File: config.mk
export PLATFORM = sky130hd
export DESIGN_NAME = arb_merge_n_mmu
export DESIGN_NICKNAME = d
export VERILOG_FILES = /design/src/rtl/mmu_arb_pkg.sv /design/src/rtl/sync_fifo_mmu.sv /design/src/rtl/arb_merge_n_mmu.sv
export SDC_FILE = /design/constraint.sdc
export NUM_CORES = 2
export LEC_CHECK = 0
export CAP_MARGIN = 20
export CORE_MARGIN = 2
export CORE_UTILIZATION = 40
export CTS_CLUSTER_DIAMETER = 30
export DETAILED_ROUTE_END_ITERATION = 10
export GPL_TIMING_DRIVEN = 1
export PLACE_DENSITY = 0.58
export SYNTH_ARGS = -nofsm -noshare
export SYNTH_HDL_FRONTEND = slang
export SYNTH_SLANG_ARGS = --single-unit
File: constraint.sdc
create_clock -name clk -period 13.1 [get_ports clk]
set_clock_uncertainty 0.2 [all_clocks]
set_input_delay 3.93 -clock clk [delete_from_list [all_inputs] [get_ports clk]]
set_output_delay 3.93 -clock clk [all_outputs]
set_load 0.03 [all_outputs]
File: src/rtl/mmu_arb_pkg.sv
// Shared constants and helpers for the MMU arbitrating merge.
package mmu_arb_pkg;

   // Arbitration policies selectable through ARB_MODE.
   localparam int ARB_FIXED = 0;
   localparam int ARB_RR    = 1;

   // Ceiling log2; returns 0 for values of 0 or 1.
   function automatic int clog2(input int value);
      int result;
      result = 0;
      while ((1 << result) < value) begin
         result++;
      end
      return result;
   endfunction

endpackage

File: src/rtl/sync_fifo_mmu.sv
// Small single-clock FIFO buffering one MMU request port.
// Pushes are refused when full and pops are refused when empty, so the
// caller may drive push/pop without pre-qualifying them.
module sync_fifo_mmu
   import mmu_arb_pkg::*;
#(
   parameter int DATA_WIDTH = 88,
   parameter int FIFO_DEPTH = 2
)(
   input  logic                  clk,
   input  logic                  rstn,
   input  logic                  push,
   input  logic [DATA_WIDTH-1:0] push_data,
   input  logic                  pop,
   output logic                  full,
   output logic                  empty,
   output logic [DATA_WIDTH-1:0] head
);

   localparam int PTR_W = clog2(FIFO_DEPTH);
   localparam int CNT_W = PTR_W + 1;

   logic [DATA_WIDTH-1:0] mem [FIFO_DEPTH];
   logic [PTR_W-1:0]      wr_ptr;
   logic [PTR_W-1:0]      rd_ptr;
   logic [CNT_W-1:0]      count;
   logic                  do_push;
   logic                  do_pop;

   assign do_push = push & ~full;
   assign do_pop  = pop & ~empty;

   // Storage write; the entry under wr_ptr takes the new payload.
   // NOTE: the data array is deliberately not reset -- validity lives in
   // count, so clearing the payload would only add reset fan-out.
   always_ff @(posedge clk) begin
      if (do_push) begin
         mem[wr_ptr] <= push_data;
      end
   end

   // Pointer and occupancy bookkeeping; pointers wrap at the power-of-two depth.
   // NOTE: state is updated with non-blocking assignments so every register
   // samples pre-edge values regardless of statement order.
   always_ff @(posedge clk or negedge rstn) begin
      if (!rstn) begin
         wr_ptr <= '0;
         rd_ptr <= '0;
         count  <= '0;
      end else begin
         if (do_push) begin
            wr_ptr <= wr_ptr + PTR_W'(1);
         end
         if (do_pop) begin
            rd_ptr <= rd_ptr + PTR_W'(1);
         end
         case ({do_push, do_pop})
            2'b10:   count <= count + CNT_W'(1);
            2'b01:   count <= count - CNT_W'(1);
            default: count <= count;
         endcase
      end
   end

   assign full  = (count == CNT_W'(FIFO_DEPTH));
   assign empty = (count == '0);
   assign head  = mem[rd_ptr];

endmodule

File: src/rtl/arb_merge_n_mmu.sv
// N-to-1 arbitrating merge for MMU request paths (walker, TLB refill,
// invalidate queues). Each port feeds a small FIFO; a fixed-priority or
// round-robin arbiter loads one FIFO head per cycle into a registered
// output stage with a valid/ready (drive/free) handshake.
module arb_merge_n_mmu
   import mmu_arb_pkg::*;
#(
   parameter  int NUM_PORTS  = 10,
   parameter  int DATA_WIDTH = 88,
   parameter  int FIFO_DEPTH = 2,
   parameter  int ARB_MODE   = ARB_FIXED,
   localparam int ID_WIDTH   = clog2(NUM_PORTS)
)(
   input  logic                            clk,
   input  logic                            rstn,
   input  logic [NUM_PORTS-1:0]            i_drive,
   input  logic [NUM_PORTS*DATA_WIDTH-1:0] i_data,
   output logic [NUM_PORTS-1:0]            o_free,
   output logic                            o_driveNext,
   output logic [DATA_WIDTH-1:0]           o_data,
   output logic [ID_WIDTH-1:0]             o_portId,
   input  logic                            i_freeNext,
   output logic                            o_busy
);

   logic [NUM_PORTS-1:0]  fifo_full;
   logic [NUM_PORTS-1:0]  fifo_empty;
   logic [NUM_PORTS-1:0]  fifo_push;
   logic [NUM_PORTS-1:0]  fifo_pop;
   logic [DATA_WIDTH-1:0] fifo_head [NUM_PORTS];

   logic [NUM_PORTS-1:0]  req;
   logic [NUM_PORTS-1:0]  masked_req;
   logic [ID_WIDTH-1:0]   fixed_idx;
   logic [ID_WIDTH-1:0]   masked_idx;
   logic [ID_WIDTH-1:0]   grant_idx;
   logic                  grant_valid;
   logic [DATA_WIDTH-1:0] grant_data;
   logic                  load_en;

   logic                  drive_next_q;
   logic [DATA_WIDTH-1:0] data_q;
   logic [ID_WIDTH-1:0]   port_id_q;
   logic [ID_WIDTH-1:0]   rr_ptr;

   // Ready comes straight from the registered count: a pop frees the slot
   // only on the following cycle, keeping o_free off the downstream path.
   assign o_free    = ~fifo_full;
   assign fifo_push = i_drive & ~fifo_full;
   assign req       = ~fifo_empty;

   // The output slot may take a new item when empty or being drained now.
   assign load_en = ~drive_next_q | i_freeNext;

   for (genvar k = 0; k < NUM_PORTS; k++) begin : g_port
      sync_fifo_mmu #(
         .DATA_WIDTH (DATA_WIDTH),
         .FIFO_DEPTH (FIFO_DEPTH)
      ) u_fifo (
         .clk       (clk),
         .rstn      (rstn),
         .push      (fifo_push[k]),
         .push_data (i_data[k*DATA_WIDTH +: DATA_WIDTH]),
         .pop       (fifo_pop[k]),
         .full      (fifo_full[k]),
         .empty     (fifo_empty[k]),
         .head      (fifo_head[k])
      );
   end

   // Priority encode: lowest requester overall, and lowest at or above rr_ptr.
   // NOTE: every output of a combinational block is given a default first,
   // so no path through the block can leave a value unassigned (no latch).
   always_comb begin
      masked_req = '0;
      fixed_idx  = '0;
      masked_idx = '0;
      for (int k = 0; k < NUM_PORTS; k++) begin
         masked_req[k] = req[k] && (ID_WIDTH'(k) >= rr_ptr);
      end
      for (int k = NUM_PORTS - 1; k >= 0; k--) begin
         if (req[k]) begin
            fixed_idx = ID_WIDTH'(k);
         end
         if (masked_req[k]) begin
            masked_idx = ID_WIDTH'(k);
         end
      end
   end

   // Grant selection, pop generation and winner payload mux.
   always_comb begin
      grant_idx   = fixed_idx;
      grant_valid = load_en & (|req);
      fifo_pop    = '0;
      grant_data  = '0;
      // Round-robin: requests above the pointer first, else wrap to the lowest.
      if ((ARB_MODE == ARB_RR) && (|masked_req)) begin
         grant_idx = masked_idx;
      end
      for (int k = 0; k < NUM_PORTS; k++) begin
         if (grant_valid && (grant_idx == ID_WIDTH'(k))) begin
            fifo_pop[k] = 1'b1;
            grant_data  = fifo_head[k];
         end
      end
   end

   // Output stage and round-robin pointer; everything holds while stalled.
   always_ff @(posedge clk or negedge rstn) begin
      if (!rstn) begin
         drive_next_q <= 1'b0;
         data_q       <= '0;
         port_id_q    <= '0;
         rr_ptr       <= '0;
      end else if (load_en) begin
         drive_next_q <= grant_valid;
         if (grant_valid) begin
            data_q    <= grant_data;
            port_id_q <= grant_idx;
            rr_ptr    <= (grant_idx == ID_WIDTH'(NUM_PORTS - 1)) ? '0
                                                                 : grant_idx + ID_WIDTH'(1);
         end
      end
   end

   assign o_driveNext = drive_next_q;
   assign o_data      = data_q;
   assign o_portId    = port_id_q;
   assign o_busy      = (|req) | drive_next_q;

endmodule

* Word level (Yosys, flattened, before mapping) *
Memories as Yosys holds them, arrays and structs flattened.
Cells that the tools add are included.

word-level totals
  word-level logic and storage cells = 262
  output and inout port bits = 104
  memories kept = 10
  bits in writable memories = 1,760
  register bits = 133
  input bits = 893
  latch bits = 0
  memory bits (read-only) = 0

operators by class
  divide/modulo/power cells = 0
  multipliers = 0
  reductions and logical operators = 33
  add/subtract/negate cells = 40
  shift operators = 0
  multiplexer cells = 60
  bitwise logic cells = 47
  eq/ne operators = 39
  order comparisons = 0

memory list
  name                  words  width  rd ports  clocked after memory_dff  write ports  RTL line             text
  g_port[0].u_fifo.mem  2      88     1         0                         1            sync_fifo_mmu.sv:23  logic [DATA_WIDTH-1:0] mem [FIFO_DEPTH];
  g_port[1].u_fifo.mem  2      88     1         0                         1            sync_fifo_mmu.sv:23
  g_port[2].u_fifo.mem  2      88     1         0                         1            sync_fifo_mmu.sv:23
  g_port[3].u_fifo.mem  2      88     1         0                         1            sync_fifo_mmu.sv:23
  g_port[4].u_fifo.mem  2      88     1         0                         1            sync_fifo_mmu.sv:23
  g_port[5].u_fifo.mem  2      88     1         0                         1            sync_fifo_mmu.sv:23
  +4 memories           n/a    n/a    n/a       n/a                       n/a          n/a

operators by type and width
  kind                   count
  $mux W88               10
  $eq A2 B2 Y1 const B   20
  $mux W4                10
  $pmux W2 S2            10
  $mux W1                30
  $and A1 B1 Y1          21
  $not A1 Y1             21
  $add A1 B1 Y1 const B  20
  $add A2 B1 Y2 const B  10
  $eq A2 B1 Y1 const B   10
  $logic_not A2 Y1       10
  $not A10 Y10           2
  $reduce_bool A2 Y1     10
  $sub A2 B1 Y2 const B  10
  $eq A4 B3 Y1 const B   4
  $and A10 B10 Y10       1
  $logic_and A1 B1 Y1    10
  $reduce_or A10 Y1      1
  $eq A4 B2 Y1 const B   2
  $eq A4 B4 Y1 const B   2
  $eq A4 B1 Y1 const B   1
  $logic_not A4 Y1       1
  $or A1 B1 Y1           2
  $reduce_and A2 Y1      1

* Depth between registers and ports, before layout *
  depth after elaboration = 24
  mapped depth = 12
  gate-level depth less buffers = 9

* Modules after synthesis *
From an unflattened synthesis, not the netlist that was laid out.

unflattened totals
  cells, all modules = 4,395
  area, all modules = 76,160.5 um^2

modules (own cells, without submodules)
  module           cells each  sequential area each (um^2)  area an instance (um^2)  times used
  sync_fifo_mmu    292         5,385.2                      6,576.3                  10
  arb_merge_n_mmu  1,475       2,327.2                      10,397.5                 1

* Least setup slack after synthesis *
OpenSTA, ideal clock, no wires.

  path type = input port to flip-flop
  start point = input i_drive[1]
  end point = memory g_port[1].u_fifo.mem[0][0], enable pin
  arrival time = 7,703 ps
  required time = 12,365 ps
  setup slack = 4,662 ps
  setup time = 535 ps
  stages on the path = 2
  buffers on the path = 0
  path through = nand2_1 > nor2_1

on the way
  cells in the longest elaborated chain, start to end = 4

RTL lines
  item                           RTL line               text
  start: declaration             arb_merge_n_mmu.sv:16  input logic [NUM_PORTS-1:0] i_drive,
  $and A10 B10 Y10               arb_merge_n_mmu.sv:49  assign fifo_push = i_drive & ~fifo_full;
  $and A1 B1 Y1                  sync_fifo_mmu.sv:30    assign do_push = push & ~full;
  $mux W1                        sync_fifo_mmu.sv:37    if (do_push) begin
  $mux W1 (not written as such)  sync_fifo_mmu.sv:38    mem[wr_ptr] <= push_data;
  end: declaration               sync_fifo_mmu.sv:23

Every way passes these cells.

* Worst setup path in the final report *
  start point = register g_port[8].u_fifo.count[0]
  end point = output o_busy

on the way
  cells in the longest elaborated chain, start to end = 4

RTL lines
  item                      RTL line                text
  start: declaration        sync_fifo_mmu.sv:26     logic [CNT_W-1:0] count;
  start signal: assignment  sync_fifo_mmu.sv:58     2'b10: count <= count + CNT_W'(1);
  start signal: assignment  sync_fifo_mmu.sv:59     2'b01: count <= count - CNT_W'(1);
  start signal: assignment  sync_fifo_mmu.sv:60     default: count <= count;
  $logic_not A2 Y1          sync_fifo_mmu.sv:66     assign empty = (count == '0);
  $not A10 Y10              arb_merge_n_mmu.sv:50   assign req = ~fifo_empty;
  $reduce_or A10 Y1         arb_merge_n_mmu.sv:130  assign o_busy = (|req) | drive_next_q;
  $or A1 B1 Y1              arb_merge_n_mmu.sv:130
  end: declaration          arb_merge_n_mmu.sv:23   output logic o_busy

Every way passes these cells.

==> impl_metrics.env <==
export IMPL_synthTopCellsByArea="edfxtp_1, mux2i_1, mux2_2"
export IMPL_synth_ff_type="edfxtp_1"
export IMPL_syn_inst=4616
export IMPL_area_delta_synth_final_pct=36.2
export IMPL_grt_pass1_wl_mm=386
export IMPL_avgSynthCellArea_um2=16.5
export IMPL_die_w_um=440
export IMPL_status="finished, final reports clean"
export IMPL_cp_required_ns=8.97
export IMPL_fin_crit_ns=7.60
export IMPL_slew_headroom=0.0320
export IMPL_drc=0
export IMPL_antenna_left=0
export IMPL_grt_start_max_net_pins=167
export IMPL_die_area_um2=194000
export IMPL_drtIter0Drc=4867
export IMPL_cts_reportedPaths_clkPinSlew_ns=0.04
export IMPL_fin_area_um2=104000
export IMPL_globalplace_congestion=0.878
export IMPL_cp_startpoint="g_port[8].u_fifo.count[0]"
export IMPL_drive_above_1_share=0.196
export IMPL_wl_mm=287
export IMPL_drt_vias_per_instance=5.61
export IMPL_peakVddDrop_v=0.000142
export IMPL_synthArstFlopShare=0.0703
export IMPL_path_class="flop to output port"
export IMPL_antenna_found_initial=143
export IMPL_port_buffers=996
export IMPL_cts_hold_buf=0
export IMPL_synth_distinct_cells=52
export IMPL_cts_made_buffers=431
export IMPL_yosysTopAreaCell="edfxtp_1"
export IMPL_synthesis_area_um2=76200
export IMPL_filler_cell_count=15100
export IMPL_synth_top_area_share=0.694
export IMPL_crit_fanout=6
export IMPL_worstSetupStartpointType="flop"
export IMPL_finalSetupViolCount=0
export IMPL_setup_tns_ns=0
export IMPL_die_y_um=440
export IMPL_hold_viol=0
export IMPL_cts_sinks=1893
export IMPL_power_leakage_nw=35.0
export IMPL_drv_slew=0
export IMPL_rows=160
export IMPL_fmax_mhz=132
export IMPL_place_area_um2=88900
export IMPL_hp_start="o_portId[1]"
export IMPL_synth_nets=5519
export IMPL_ys_ff_latch=1893
export IMPL_grt_overflow=0
export IMPL_start_util=0.402
export IMPL_synth_edf_count=1760
export IMPL_drv_cap=0
export IMPL_hpwlAfterDp_mm=195
export IMPL_critPathArrivalTime_ns=3.47
export IMPL_worst_slew_pin_slew_ns=1.45
export IMPL_grt_total_usage=0.288
export IMPL_fin_crit_sh=0.580
export IMPL_synth_most_common_cell="edfxtp_1"
export IMPL_cts_setup_buffers=0
export IMPL_yosys_warnings=0
export IMPL_wl_per_cell_um=32.7
export IMPL_critPathCaptureType="output port"
export IMPL_htreeDepth=5
export IMPL_cts_tree="yes"
export IMPL_core_um2=190000
export IMPL_hp_class="flop to flop"
export IMPL_yosysSeqAreaShare=0.737
export IMPL_power_density_nw_per_um2=237
export IMPL_cts_resized=0
export IMPL_nets=6721
export IMPL_ios=997
export IMPL_cts_root_buf="clkbuf_16"
export IMPL_vias=49200
export IMPL_rsz0062_at_grt="false"
export IMPL_cts_buffer_depth=4
export IMPL_r2r_start="g_port[3].u_fifo.count[0]"
export IMPL_ys_top_cells_by_count="edfxtp_1, mux2i_1, mux2_2, nand2_1, clkbuf_1"
export IMPL_firstDrtPassIters=7
export IMPL_worstSkewPairLatency_ns=0.96
export IMPL_grt_pass1_vias=49000
## per-stage QoR
step           utilization  worst slack, ns  hold slack [ns]  power (W)  cells
2_1_floorplan            -             4.66            0.260     0.0116   4616
3_3_place_gp         0.468             5.20            0.271     0.0139   7893
4_1_cts              0.546             5.42            0.285     0.0247   8683
6_report             0.547             5.50            0.288     0.0246   8765
5_1_grt              0.547             5.41            0.312     0.0253   8757
3_5_place_dp         0.469             5.12            0.276     0.0140   7895
## path summary, 6_finish.rpt
check / slack [ns] / endpoint / depth (start not counted)
min reg2reg: 0.29 / o_portId[1] / 2
max: 5.50 / o_busy / 4
max reg2reg: 8.55 / o_data[63] / 7
max in group asynchronous: 8.02 / g_port[5].u_fifo.rd_ptr / 2
min in group asynchronous: 2.91 / o_data[19] / 1
min: 0.29 / o_portId[1] / 2
## where the power goes
part           total (W)  internal (W)  leakage (nW)  switching (W)
Clock             0.0108       0.00743          7.04        0.00333
Combinational    0.00498       0.00166          10.0        0.00332
Sequential       0.00885       0.00828          17.9       0.000569
## worst max-delay path, stage by stage (launching register included)
cell and delay [ns]:
dfrtp_1 0.47, nor4_2 0.61, nand3_1 0.30, or3_1 0.44, clkdlybuf4s50_1 0.73
## sequential cells by signal, summed over array words and instances, names as in the netlist
name	flops
g_port.u_fifo.wr_ptr	10
o_portId	4
o_driveNext	1
g_port.u_fifo.count	20
g_port.u_fifo.mem	1760
g_port.u_fifo.rd_ptr	10
o_data	88
## cell usage in the layout (no fill, tap or decap), drive strengths merged, types with 88 or more instances in the layout
cell type,netlist,layout
a211oi,126,126
mux2,353,353
clkbuf,198,522
nand3,190,190
clkinv,0,146
dfrtp,133,133
o21ai,130,130
nor3,91,91
edfxtp,1760,1760
nand2,266,266
mux2i,540,540
a21oi,126,126
a221oi,88,88
clkdlybuf4s50,0,995
## final cells by class
class	instances	area [um^2]	share of cell area
tap	2511	3140	0.0303
clock inverter	267	3230	0.0311
sequential	1893	56200	0.542
clock buffer	521	11400	0.110
antenna	81	203	0.00195
multi-input combinational	2412	18900	0.182
timing repair buffer	1080	10700	0.103
## logic make-up (layout without fill, tap and decap cells)
kind of cell,count (synthesis),after routing,share of synthesized area
XOR/XNOR,50,50,0.00575
multiplexers,893,893,0.123
AND/OR/NAND/NOR,752,752,0.0484
AO/OA/AOI/OAI,707,707,0.0662
buffers and inverters,311,1868,0.0177
flip-flops,1893,1893,0.737
other,0,81,0
adder cells (fa/ha/maj),10,10,0.00164
## routing by layer
| layer | wire length, um | up-vias | part of all wire | track usage |
|---|---|---|---|---|
| met3 | 19900 | 702 | 0.069 | 0.0576 |
| li1 | - | 20900 | - | - |
| met5 | 229 | - | 0.00080 | 0 |
| met2 | 141000 | 2543 | 0.49 | 0.475 |
| met1 | 108000 | 25000 | 0.38 | 0.346 |
| met4 | 17700 | 36 | 0.062 | 0.187 |
Power figures use the tool's default switching activity.
